`src/rtl/adc_serial_responder.sv`:
```
// Slave end of a cs_n/adclk/sdo serial ADC link; pin-to-sdo latency is 3 clk cycles.
// Define ADC_RESP_RAMP_EN to send an incrementing ramp instead of the sample holding register.
module adc_serial_responder #(
  parameter int DATA_W    = 16,
  parameter int LEAD_CLKS = 2
) (
  input  logic              clk,
  input  logic              rst_n,
  input  logic              cs_n,
  input  logic              adclk,
  input  logic [DATA_W-1:0] sample_data,
  input  logic              sample_valid,
  output logic              sdo,
  output logic              sdo_oe,
  output logic              busy,
  output logic              frame_done,
  output logic              frame_abort,
  output logic              stale
);
  localparam int CNT_W = (DATA_W > 1) ? $clog2(DATA_W) : 1;

  typedef enum logic [1:0] {IDLE, LEAD, SHIFT, TAIL} state_t;

  state_t            state, state_n;
  logic [2:0]        cs_sync, ad_sync;
  logic              cs_fall, cs_rise, ad_fall;
  logic [DATA_W-1:0] shreg, shreg_n, load_val;
  logic [CNT_W-1:0]  bit_cnt, bit_n;
  logic [2:0]        lead_cnt, lead_n;
  logic              sdo_n, oe_n, done_n, abort_n, stale_n;
  logic              fresh, fresh_n;

  // [0],[1] are the synchroniser pair, [2] is the delayed copy for edge detection
  always_ff @(posedge clk) begin
    if (!rst_n) begin
      cs_sync <= 3'b111;
      ad_sync <= 3'b111;
    end else begin
      cs_sync <= {cs_sync[1:0], cs_n};
      ad_sync <= {ad_sync[1:0], adclk};
    end
  end

  assign cs_fall = cs_sync[2] & ~cs_sync[1];
  assign cs_rise = ~cs_sync[2] & cs_sync[1];
  assign ad_fall = ad_sync[2] & ~ad_sync[1];

`ifdef ADC_RESP_RAMP_EN
  logic [DATA_W-1:0] ramp;

  always_ff @(posedge clk) begin
    if (!rst_n)      ramp <= '0;
    else if (done_n) ramp <= ramp + DATA_W'(1);
  end

  assign load_val = ramp;
`else
  logic [DATA_W-1:0] hold;

  always_ff @(posedge clk) begin
    if (!rst_n)            hold <= '0;
    else if (sample_valid) hold <= sample_data;
  end

  // Same-cycle sample_valid bypasses the holding register at frame start
  assign load_val = sample_valid ? sample_data : hold;
`endif

  always_comb begin
    state_n = state;
    shreg_n = shreg;
    bit_n   = bit_cnt;
    lead_n  = lead_cnt;
    sdo_n   = sdo;
    oe_n    = sdo_oe;
    done_n  = 1'b0;
    abort_n = 1'b0;
    stale_n = stale;
    fresh_n = fresh | sample_valid;
    case (state)
      IDLE: begin
        sdo_n = 1'b0;
        oe_n  = 1'b0;
        if (cs_fall) begin
          shreg_n = load_val;
          stale_n = ~(fresh | sample_valid);
          fresh_n = 1'b0;
          oe_n    = 1'b1;
          if (LEAD_CLKS > 0) begin
            lead_n  = '0;
            state_n = LEAD;
          end else begin
            sdo_n   = load_val[DATA_W-1];
            bit_n   = '0;
            state_n = SHIFT;
          end
        end
      end
      LEAD: begin
        if (cs_rise) begin
          abort_n = 1'b1;
          sdo_n   = 1'b0;
          oe_n    = 1'b0;
          state_n = IDLE;
        end else if (ad_fall) begin
          lead_n = lead_cnt + 3'd1;
          if (({1'b0, lead_cnt} + 4'd1) == 4'(LEAD_CLKS)) begin
            sdo_n   = shreg[DATA_W-1];
            bit_n   = '0;
            state_n = SHIFT;
          end
        end
      end
      SHIFT: begin
        if (cs_rise) begin
          abort_n = 1'b1;
          sdo_n   = 1'b0;
          oe_n    = 1'b0;
          state_n = IDLE;
        end else if (ad_fall) begin
          if (bit_cnt == CNT_W'(DATA_W - 1)) begin
            sdo_n   = 1'b0;
            state_n = TAIL;
          end else begin
            shreg_n = {shreg[DATA_W-2:0], 1'b0};
            sdo_n   = shreg[DATA_W-2];
            bit_n   = bit_cnt + CNT_W'(1);
          end
        end
      end
      TAIL: begin
        sdo_n = 1'b0;
        oe_n  = 1'b1;
        if (cs_rise) begin
          done_n  = 1'b1;
          oe_n    = 1'b0;
          state_n = IDLE;
        end
      end
      default: state_n = IDLE;
    endcase
`ifdef ADC_RESP_RAMP_EN
    stale_n = 1'b0;
`endif
  end

  always_ff @(posedge clk) begin
    if (!rst_n) begin
      state       <= IDLE;
      shreg       <= '0;
      bit_cnt     <= '0;
      lead_cnt    <= '0;
      sdo         <= 1'b0;
      sdo_oe      <= 1'b0;
      frame_done  <= 1'b0;
      frame_abort <= 1'b0;
      stale       <= 1'b0;
      fresh       <= 1'b0;
    end else begin
      state       <= state_n;
      shreg       <= shreg_n;
      bit_cnt     <= bit_n;
      lead_cnt    <= lead_n;
      sdo         <= sdo_n;
      sdo_oe      <= oe_n;
      frame_done  <= done_n;
      frame_abort <= abort_n;
      stale       <= stale_n;
      fresh       <= fresh_n;
    end
  end

  assign busy = (state != IDLE);

endmodule
```
`config.mk`:
```
export PLATFORM = sky130hd
export DESIGN_NAME = adc_serial_responder
export DESIGN_NICKNAME = d
export VERILOG_FILES = /design/src/rtl/adc_serial_responder.sv
export SDC_FILE = /design/constraint.sdc
export NUM_CORES = 1
export LEC_CHECK = 0
export BUFFER_PORTS_ARGS = -buffer_cell sky130_fd_sc_hd__buf_2
export CORE_MARGIN = 2
export CORE_UTILIZATION = 60
export DETAILED_ROUTE_END_ITERATION = 16
export GPL_TIMING_DRIVEN = 0
export PLACE_DENSITY = 0.79
export SLEW_MARGIN = 40
export SYNTH_ARGS = -nofsm -noshare
export SYNTH_HDL_FRONTEND = slang
export SYNTH_SLANG_ARGS = --single-unit
```
`constraint.sdc`:
```
create_clock -name clk -period 4.47 [get_ports clk]
set_input_delay 0.894 -clock clk [delete_from_list [all_inputs] [get_ports clk]]
set_output_delay 0.894 -clock clk [all_outputs]
set_load 0.01 [all_outputs]
```
; ---- After elaboration in Yosys (flattened, before gate mapping)
; Index checks and enable logic that the tools add are counted.
[word_totals]
out_inout_bits = 6
memories = 0
wordCells = 97
input_bits = 21
regBits = 53
ramBits = 0
mem_bits_ro = 0
latch_bits = 0
[op_classes]
n_mul = 0
shift = 0
reduce_logical = 15
magnitude_cmp = 0
addsub = 3
n_div = 0
n_mux = 40
bitwise = 8
eq_ne = 18
[op_table]
columns = cell, count
row1 = two-way mux 16 bit, 5
row2 = case mux 16 bit (2 select lines), 1
row3 = two-way mux 4 bit, 6
row4 = two-way mux 2 bit, 8
row5 = != test 2 bit (second input constant), 8
row6 = two-way mux 1 bit, 12
row7 = != test 3 bit (second input constant), 4
row8 = two-way mux 3 bit, 3
row9 = case mux 2 bit (4 select lines), 1
row10 = case mux 4 bit (2 select lines), 1
row11 = nonzero test 2 bit, 4
row12 = AND reduction 7 bit, 1
row13 = case mux 1 bit (3 select lines), 2
row14 = case mux 3 bit (2 select lines), 1
row15 = AND reduction 2 bit, 3
row16 = AND reduction 6 bit, 1
row17 = AND reduction 5 bit, 1
row18 = adder 3 x 1 -> 4 bit (second input constant), 1
row19 = adder 4 x 1 -> 4 bit (second input constant), 1
row20 = == test 2 bit (second input constant), 2
row21 = == test 4 x 2 -> 1 bit (second input constant), 1
row22 = == test 4 bit (second input constant), 1
row23 = inverter 1 bit, 4
row24 = AND reduction 4 bit, 1
row25 = other kinds (8), 11

; ---- Longest topological paths before layout
[depth]
depth_word = 6
mapped_depth = 8

; ---- Least setup slack after synthesis
; OpenSTA, ideal clock, no wires.
[synth_path]
path_type = input port to flip-flop
from = in sample_valid
to = reg shreg[10]
path_stages = 6
n_path_buf = 2
path_slack_ns = 2.649
setup_ns = 0.115
arrival_time_ns = 1.706
path_cell_list = buf_4 > buf_4 > mux2i_1 > o21ai_0 > nand3_2 > o21ai_2
[synth_via]
elab_chain_len = 3
[synth_rtl]
columns = element, line
row1 = "start, declared", 12  ; input logic sample_valid,
row2 = two-way mux 16 bit, -
row3 = two-way mux 16 bit, 84  ; if (cs_fall) begin
row4 = case mux 16 bit (2 select lines), 80  ; case (state)
row5 = "end signal, assigned", 161  ; shreg <= shreg_n;
row6 = "end, declared", 27  ; logic [DATA_W-1:0] shreg, shreg_n, load_val;
; No other way between the ends. The select of a mux whose other input is x is not followed.
; A chain may end at the register's enable or synchronous reset.

; ---- Worst setup path in the final report
[layout_path]
from = reg state[0]
to = out busy
[layout_via]
elab_chain_len = 1
[layout_rtl]
columns = element, line
row1 = "start, declared", 24  ; state_t state, state_n;
row2 = "start signal, assigned", 160  ; state <= state_n;
row3 = nonzero test 2 bit, 173  ; assign busy = (state != IDLE);
row4 = "end, declared", 15  ; output logic busy,
; No other way between the ends.

==> impl_metrics.json <==
{
  "status": "completed",
  "cts_tree": "built",
  "detail_route.wl_per_cell_um": 13.8,
  "synth_top_area_share_pct": 41.4,
  "numCtsBuffers": 5,
  "setup_viol": 0,
  "drc_errors": 0,
  "syn_area_um2": 2560,
  "post_cts_buffers": 0,
  "synth_edf_count": 0,
  "clockRootBuffer": "clkbuf_8",
  "finalHoldViolCount": 0,
  "critPathSlowestCell": "dfxtp_1",
  "tightest_slew_ns": 0.530,
  "cts_max_path_buffers": 2,
  "fp.dieW_um": 69.4,
  "synth_cells": 278,
  "synthFlopType": "dfxtp_1",
  "holdPathStages": 1,
  "num_io_pins": 27,
  "p_leak_uw": 0.00117,
  "fin_cells": 359,
  "grt_max_degree": 16,
  "crit_chain": "inv_1 > ha_1 > inv_1 > buf_2",
  "netlist_top_cells_area": "dfxtp_1 41%, mux2i_1 7.0%, o21ai_2 5.8%",
  "area_growth_pct": 10.6,
  "crit_top_cell": "inv_1",
  "setup_tns_ns": 0,
  "finClkSkew_ns": 0.00959,
  "htree_levels": 2,
  "clkLatencyLatePin_ns": 0.30,
  "cp_num_buf_inv": 3,
  "core_area_um2": 4060,
  "peakVddDrop_uv": 263,
  "highest_layer": "met4",
  "relSlewSlack_pct": 64.7,
  "final_common_cell": "dfxtp_1",
  "yosysSeqAreaShare_pct": 41.4,
  "drv_slew": 0,
  "die_h_um": 69.4,
  "clk_pin_slew_worst_paths_ns": 0.09,
  "antenna_left": 0,
  "start_kind": "flop",
  "holdBufCountCts": 0,
  "cp.depth": 4,
  "synth_nets": 307,
  "critPathMaxFanout": 6,
  "critPathKind": "flop to primary output",
  "clock_sinks": 53,
  "rsz0062_at_grt": "false",
  "gr-usage-all-layers_pct": 21.7,
  "gp_congestion": 0.867,
  "fp-row-count": 23,
  "fin_crit_sh_pct": 48.1,
  "route.met2.wl_mm": 2.27,
  "final_area_um2": 2840,
  "synth_top_cell_by_area": "dfxtp_1",
  "timing.fmax_mhz": 465,
  "place_area_um2": 2750,
  "hp-class": "flop to flop",
  "first_pass_iters": 4,
  "vias_per_cell": 5.65,
  "met1Wirelength_mm": 2.37,
  "grt_pass1_vias": 1906,
  "worstPathRequired_ns": 3.58,
  "ff2ff_path_depth": 7,
  "dpl.hpwl_mm": 3.64,
  "nFillCells": 340,
  "placed_cells": 352,
  "io_buffers": 24,
  "min_period_ns": 2.15,
  "drt_iter0_markers": 123,
  "mostFrequentLayoutCells": "53 x dfxtp_1, 38 x nand2_1, 29 x buf_2",
  "die_area_um2": 4810,
  "cp.arrival_ns": 1.26,
  "ctsResizeCount": 0,
  "nets": 338,
  "postSynthAreaPerCell_um2": 9.22,
  "wl_met3_um": 273,
  "worstSetupEndpointType": "primary output",
  "grt_pass1_wl_mm": 8.56,
  "n_antenna_cell": 0,
  "drv_cap": 0,
  "layout-drive-gt1-share_pct": 27.5,
  "yosysUniqueCellTypes": 45,
  "synth-seq-cells": 53,
  "vias": 2027,
  "p_per_area_nw_per_um2": 349,
  "critPathMaxStageDelay_ns": 0.40,
  "yosysWarningCount": 0,
  "critPathTopFamily": "flip-flops",
  "wl_mm": 4.97,
  "grt_antenna_before_repair": 0,
  "gr-total-overflow": 0,
  "ys_async_sr_fraction_pct": 0,
  "start_util_pct": 63.2
}
-- flip-flops by register name, indices dropped and copies added (netlist names) --
signal and flops:
shreg 16, state 2, bit_cnt 4, fresh 1, lead_cnt 3, hold 16, cs_sync 3, ad_sync 3
sdo_oe 1, sdo 1, stale 1, frame_done 1, frame_abort 1
-- synthesized netlist by cell type (2+ instances only) --
master     number
a211oi_1        3
a21oi_1         5
and3_1          4
buf_2           5
buf_4           2
buf_6           3
clkbuf_1        7
dfxtp_1        53
ha_1            8
inv_1           8
mux2i_1        18
nand2_1        38
nand2b_1       10
nand3_1         7
nand3_2        14
nor2_1         23
nor2b_1         3
nor3_1          3
o21a_1          2
o21ai_0        19
o21ai_1         2
o21ai_2        17
o2bb2ai_1       2
-- stage by stage --
step / hold slack [ns] / total power [uW] / util, % / setup slack [ns]
final: 0.416 / 989 / 69.9 / 2.32
after global routing: 0.438 / 1040 / 69.9 / 2.22
after CTS: 0.420 / 995 / 69.9 / 2.31
after detailed placement: 0.398 / 726 / 67.7 / 2.44
after global placement: 0.389 / 719 / 67.7 / 2.46
after floorplan: 0.386 / 676 / - / 2.65
-- final timing paths --
path,startpoint,endpoint,slack (ns)
worst min register to register,cs_sync[0],cs_sync[1],0.42
worst min-delay path,cs_sync[0],cs_sync[1],0.42
worst max-delay path,state[0],busy,2.32
worst max register to register,state[0],lead_cnt[0],2.62
-- cell type report --
type	count	area [um^2]	area share, %
Multi-Input combinational cell	199	1370	48.3
Buffer	17	100	3.53
Sequential cell	53	1060	37.4
Timing Repair Buffer	24	120	4.23
Clock buffer	6	82.6	2.91
Inverter	9	33.8	1.19
Clock inverter	1	7.51	0.265
Tap cell	50	62.6	2.21
-- power breakdown --
group	leakage [uW]	internal (uW)	switching [uW]
registers	0.000433	497	12.8
clock network	0.0000433	123	151
logic	0.000689	82.2	123
-- cells by family (layout without fill, tap and decap cells) --
logic type               count (synthesis)  count (layout)  synth area share (%)
multiplexers                            18              18                  7.03
AO/OA/AOI/OAI                           65              65                  19.5
adder cells (fa/ha/maj)                  8               8                  3.90
flip-flops                              53              53                  41.4
buffers and inverters                   26              57                  5.22
AND/OR/NAND/NOR                        108             108                  23.0
-- routing by layer --
metal	up-vias	GRT usage (%)
met5	-	0
met4	0	6.54
met3	7	4.80
met2	47	34.1
met1	949	29.9
li1	1024	-
Power figures use the tool's default switching activity.
